File: src/rtl/inst_encoder.sv
// rtl/inst_encoder.sv - MIPS-style instruction word encoder feeding a DEPTH-entry output FIFO.
// Optional macro INST_ENCODER_IMM_CHECK_EN adds a per-entry immediate range error flag.
module inst_encoder #(
  parameter int DEPTH = 4
) (
  input  logic                     clk,
  input  logic                     reset,
  input  logic                     in_valid,
  output logic                     in_ready,
  input  logic [1:0]               fmt,
  input  logic [5:0]               op,
  input  logic [5:0]               func,
  input  logic [4:0]               rs,
  input  logic [4:0]               rt,
  input  logic [4:0]               rd,
  input  logic [4:0]               sa,
  input  logic [31:0]              imm32,
  input  logic                     imm_is_br,
  input  logic                     imm_zx,
  input  logic [25:0]              instr_index,
  input  logic [2:0]               sel,
  output logic                     out_valid,
  input  logic                     out_ready,
  output logic [31:0]              out_inst,
  output logic                     out_err,
  output logic [$clog2(DEPTH):0]   count
);

  localparam int AW = $clog2(DEPTH);
  localparam int CW = AW + 1;
  localparam logic [CW-1:0] DEPTH_C = CW'(DEPTH);

  logic [AW-1:0] wr_ptr_q, wr_ptr_d;
  logic [AW-1:0] rd_ptr_q, rd_ptr_d;
  logic [CW-1:0] count_q, count_d;
  logic [31:0]   mem_q [DEPTH];
  logic [31:0]   word_d;
  logic [15:0]   imm16;
  logic          push, pop;

  // Branch offsets are byte offsets; the word field drops the two alignment bits.
  always_comb begin
    imm16 = imm_is_br ? imm32[17:2] : imm32[15:0];
    case (fmt)
      2'd0:    word_d = {op, rs, rt, rd, sa, func};
      2'd1:    word_d = {op, rs, rt, imm16};
      2'd2:    word_d = {op, instr_index};
      default: word_d = {op, rs, rt, rd, 8'b0, sel};
    endcase
  end

  always_comb begin
    in_ready  = count_q < DEPTH_C;
    out_valid = count_q != '0;
    push      = in_valid && in_ready;
    pop       = out_valid && out_ready;
    wr_ptr_d  = push ? wr_ptr_q + 1'b1 : wr_ptr_q;
    rd_ptr_d  = pop ? rd_ptr_q + 1'b1 : rd_ptr_q;
    case ({push, pop})
      2'b10:   count_d = count_q + 1'b1;
      2'b01:   count_d = count_q - 1'b1;
      default: count_d = count_q;
    endcase
  end

  always_ff @(posedge clk) begin
    if (reset) begin
      wr_ptr_q <= '0;
      rd_ptr_q <= '0;
      count_q  <= '0;
    end else begin
      wr_ptr_q <= wr_ptr_d;
      rd_ptr_q <= rd_ptr_d;
      count_q  <= count_d;
    end
  end

  // Storage is left uncleared by reset; head contents are ignored while empty.
  always_ff @(posedge clk) begin
    if (push && !reset) mem_q[wr_ptr_q] <= word_d;
  end

  assign out_inst = mem_q[rd_ptr_q];
  assign count    = count_q;

`ifdef INST_ENCODER_IMM_CHECK_EN
  logic err_mem_q [DEPTH];
  logic err_d;

  always_comb begin
    err_d = 1'b0;
    if (fmt == 2'd1) begin
      if (imm_is_br)
        err_d = (imm32[1:0] != 2'b00) || (imm32[31:17] != {15{imm32[17]}});
      else if (imm_zx)
        err_d = imm32[31:16] != 16'h0000;
      else
        err_d = imm32[31:16] != {16{imm32[15]}};
    end
  end

  always_ff @(posedge clk) begin
    if (push && !reset) err_mem_q[wr_ptr_q] <= err_d;
  end

  assign out_err = err_mem_q[rd_ptr_q];
`else
  logic unused_imm_bits;
  assign unused_imm_bits = ^{imm_zx, imm32[31:18]};
  assign out_err = 1'b0;
`endif

endmodule
File: config.mk
export PLATFORM = sky130hd
export DESIGN_NAME = inst_encoder
export DESIGN_NICKNAME = d
export VERILOG_FILES = /design/src/rtl/inst_encoder.sv
export SDC_FILE = /design/constraint.sdc
export NUM_CORES = 1
export LEC_CHECK = 0
export BUFFER_PORTS_ARGS = -buffer_cell sky130_fd_sc_hd__buf_4
export CAP_MARGIN = 30
export CORE_MARGIN = 3
export CORE_UTILIZATION = 58
export CTS_BUF_LIST = sky130_fd_sc_hd__clkbuf_8
export DETAILED_ROUTE_END_ITERATION = 7
export GPL_ROUTABILITY_DRIVEN = 0
export GPL_TIMING_DRIVEN = 1
export PLACE_DENSITY_LB_ADDON = 0.08
export SETUP_SLACK_MARGIN = 0.15
export SLEW_MARGIN = 25
export SYNTH_ARGS = -nofsm -noshare
export SYNTH_HDL_FRONTEND = slang
export SYNTH_SLANG_ARGS = --single-unit
File: constraint.sdc
create_clock -name clk -period 5 [get_ports clk]
set_input_delay 0.5 -clock clk [delete_from_list [all_inputs] [get_ports clk]]
set_output_delay 0.5 -clock clk [all_outputs]
set_load 0.02 [all_outputs]
; Yosys cells after proc, flatten, opt, wreduce, memory -nomap -nowiden
; Memory sizes are Yosys's and may differ from the RTL's. A register that Yosys moved wholly into a read port is not among the register bits.
; Index checks and enable logic that the tools add are counted.
[word_totals]
ram_bits = 128
in_bits = 101
out_inout_bits = 38
ff_bits = 7
word_cells = 27
memories = 1
[classes]
reduce_logical = 7
muxes = 7
addsub = 4
n_lt_le_gt_ge = 1
eq_ne = 4
[mem_list]
columns = name, depth, width, read_ports, rd_ports_with_merged_regs, wr, line_no
row1 = mem_q, 4, 32, 1, 1, 1, 36  ; logic [31:0] mem_q [DEPTH];
[op_table]
columns = cell, count
row1 = 26-bit one-hot mux with 3 select lines, 1
row2 = 16-bit two-way mux, 1
row3 = 3-bit one-hot mux with 2 select lines, 1
row4 = "2-bit by 1-bit adder with 2-bit output, second input constant", 2
row5 = "2-bit by 1-bit equality test with 1-bit output, second input constant", 2
row6 = "2-bit equality test, second input constant", 2
row7 = 2-bit two-way mux, 2
row8 = "3-bit by 1-bit adder with 3-bit output, second input constant", 1
row9 = 1-bit logical AND, 3
row10 = "3-bit less-than comparator, second input constant", 1
row11 = 3-bit nonzero test, 1
row12 = "3-bit by 1-bit subtractor with 3-bit output, second input constant", 1
row13 = 2-bit logical NOT, 1
row14 = 1-bit two-way mux, 2
row15 = 2-bit nonzero test, 1
row16 = 1-bit logical NOT, 1

; Depth between registers and ports, before layout
[depth]
depth_word = 5
ltp_mapped = 8
ltp_nobuf = 8

; Least setup slack after synthesis
; OpenSTA, ideal clock, no wires.
[synth_timing]
path_type = input to register
start = input port in_valid
end = memory mem_q[0][0] (enable)
arrival_time_ps = 1758
path_slack_ps = 2850
stages = 4
path_buffers = 0
setup_ps = 392
t_required_ps = 4608
path_cell_list = nor2b_1 > inv_1 > nor2_1 > and2_1
[synth_between]
elab_chain_len = 4
[synth_rtl]
columns = item, line_no
row1 = "start, declared", 8  ; input logic in_valid,
row2 = 1-bit logical AND, 55  ; push = in_valid && in_ready;
row3 = 1-bit logical AND, 80  ; if (push && !reset) mem_q[wr_ptr_q] <= word_d;
row4 = 1-bit two-way mux, 80
row5 = 1-bit two-way mux (implied by the code), 80
row6 = "end, declared", 36
; No other way between the ends.

==> results by group <==
Status
  – Status: finished clean

Global route
  – Met1 Resource Use GR: 0.2661
  – Initial antenna violation count: 0
  – Met2 Use GR: 0.3720
  – Grt met3 use: 0.05940
  – First-pass GRT wire length: 17950 um
  – Vias in the first global route: 3367
  – Total grt overflow: 0
  – Gr usage total: 0.2161
  – Busiest grt layer: met2
  – Largest net degree at the start of global routing: 33

Timing
  – Skew final: 0.01113 ns
  – Worst setup margin: 2.166 ns
  – Final hold slack: 0.2786 ns
  – Final hold vios: 0
  – Final Setup Violations: 0
  – Final Max Slew Viols: 0
  – Period utilization: 0.5668
  – Max Freq: 0.3528 GHz
  – Slew @ Worst Pin: 0.9151 ns
  – RSZ-0062 raised after global routing: false
  – Final min period: 2.834 ns
  – Setup TNS: 0 ns
  – Relative slew margins: 0.3899

Clock network
  – Root buffer cell: clkbuf_8
  – CTS tree: built
  – Clk_lat worst skew: 0.41 ns
  – CTS Sinks: 137
  – CTS clock-pin slew for the worst setup and hold paths: 0.07 ns
  – TritonCTS buffer count: 17
  – Cts hold-fix bufs: 0
  – H-tree depth: 4
  – Max Root-Sink Buffers: 2
  – Setup Buffers After CTS: 0
  – Cts repair resizes: 0

Synthesis
  – Number of synthesized register bits: 137
  – Synth warn: 0
  – Syn Nets: 434
  – Synth Instances: 327
  – Sequential area share after synthesis: 0.7005
  – Area of the mapped netlist: 5744 um^2
  – Syn avg cell area: 17.57 um^2
  – Synth cell types: 30

Cells and area
  – Multi-input combinational cell area: 1575 um^2
  – Layout area overhead: 23.96%
  – Post-layout instance area: 7121 um^2
  – FF/Latch Area: 4026 um^2
  – ANT cells: 0
  – Filler cell count: 592
  – Nets: 558
  – Layout cells sized above 1: 0.4320

Detailed routing
  – DRT Wirelength: 11300 um
  – WL/cell: 19.09 um
  – Detailed Routing Iterations Pass 1: 4
  – Final ANT Viol Nets: 0
  – Via count: 3276
  – DR vias/cell: 5.534
  – DR DRC count: 0
  – DRT iter0 DRCs: 194

Hold path
  – Hold WC Path Type: in2reg

Floorplanning
  – Die Area: 11130 um^2
  – Core area: 9415 um^2
  – Site Rows: 35
  – I/O pin count: 139
  – Initial Util: 0.6101
  – Chip width: 105.5 um
  – Die height: 105.5 um

Setup path
  – Worst setup EP type: output pin
  – Arr. time, crit path: 2.33 ns
  – Critical Path Start Type: flop
  – Crit path max fanout: 17
  – Worst Setup Path Type: reg2out
  – Worst endpoint required time: 4.50 ns

Placement
  – Setup WS pre-CTS: 2.522 ns
  – Port Buffer Count: 122
  – Placed instance area: 6713 um^2
  – Detailed placement HPWL: 7372 um

Pwr
  – PD cells: 452.6 nW/um^2
  – P_leak: 2.652 nW
  – Worst VDD drop: 0.1769 mV

Run
  – Max cap viols: 0
registers in the layout (all words and copies together), names as in the netlist, named ones only:
signal    count
mem_q       128
rd_ptr_q      2
wr_ptr_q      2
count         3
layout make-up:
class	instances	area share
timing repair buffer	124	0.1318
tap	129	0.02267
sequential	137	0.5655
clock buffer	17	0.03286
inverter	7	0.003690
clock inverter	14	0.02232
multi-input combinational	164	0.2212
worst paths after layout:
| kind | from | to | slack (ns) | depth (start not counted) |
|---|---|---|---|---|
| worst max-delay path | flop | out_inst[0] | 2.17 | 3 |
| worst min register to register | wr_ptr_q[1] | wr_ptr_q[1] | 0.50 | 2 |
| worst min-delay path | op[3] | mem_q[1][29] | 0.28 | 1 |
| worst max register to register | count[2] | mem_q[3][21] | 2.89 | 4 |
worst max-delay path, cell delays in order (launching register included):
cell and delay, ns:
dfxtp_2 0.73, buf_4 0.43, mux4_2 0.57, buf_4 0.17
stage by stage:
step,utilization,std cells,total power (W)
finish,0.7563,592,0.003223
global route,0.7563,592,0.003380
CTS,0.7547,591,0.003253
detailed placement,0.7130,560,0.002381
global placement,0.7130,560,0.002353
floorplan,-,327,0.002044
cell usage after synthesis:
library cell / instances / area, um^2
edfxtp_1: 128 / 3844
nand2_1: 48 / 180.2
mux4_2: 32 / 720.7
mux2i_1: 16 / 160.2
dfxtp_1: 9 / 180.2
nor2_1: 9 / 33.78
buf_2: 8 / 40.04
o22ai_1: 8 / 50.05
inv_1: 7 / 26.28
nand3_1: 6 / 30.03
o21ai_0: 6 / 30.03
and2_1: 5 / 31.28
buf_6: 5 / 56.30
ha_1: 5 / 62.56
mux2_2: 5 / 56.30
a21oi_1: 3 / 15.01
a222oi_1: 3 / 30.03
clkbuf_1: 3 / 11.26
mux2_4: 3 / 45.04
nor2b_1: 3 / 18.77
xor2_1: 3 / 26.28
buf_4: 2 / 15.01
nand2b_1: 2 / 12.51
xnor2_1: 2 / 17.52
buf_1: 1 / 3.750
conb_1: 1 / 3.750
fa_1: 1 / 20.02
o311ai_0: 1 / 8.760
o31a_1: 1 / 8.760
or3_1: 1 / 6.260
where the power goes:
part           total, W  internal [W]  leakage [nW]  switching (W)
logic          0.000887      0.000445          1.20       0.000442
registers       0.00145       0.00136          1.24      0.0000902
clock network  0.000883      0.000486         0.204       0.000398
total           0.00322       0.00229          2.65       0.000930
cell usage in the layout (no fill, tap or decap), types with 4 or more instances in the layout:
cell type and n:
mux2i_1 16, edfxtp_1 128, buf_4 123, nand2_1 48, mux4_2 32, and2_2 4, o22ai_1 8, clkinv_2 4
mux2_2 5, nand3_1 6, inv_1 9, clkbuf_8 17, dfxtp_1 7, nor2_1 9, ha_1 5, o21ai_0 6
logic make-up after synthesis:
kind of cell / Yosys count / share of synthesized area
DFF: 137 / 0.7005
and+or+nand+nor: 74 / 0.05445
muxes: 56 / 0.1710
buffers and inverters: 26 / 0.02657
AOI/OAI and AO/OA: 22 / 0.02483
adders and majority gates: 6 / 0.01438
xor gates and xnor gates: 5 / 0.007625
other: 1 / 0.0006528
layer usage:
metal / part of all wire / wire length (um)
met1: 0.40 / 4510
met2: 0.52 / 5930
met3: 0.070 / 794
met4: 0.0060 / 68
met5: 0 / 0
No activity file was read; power rests on OpenSTA's default activity.
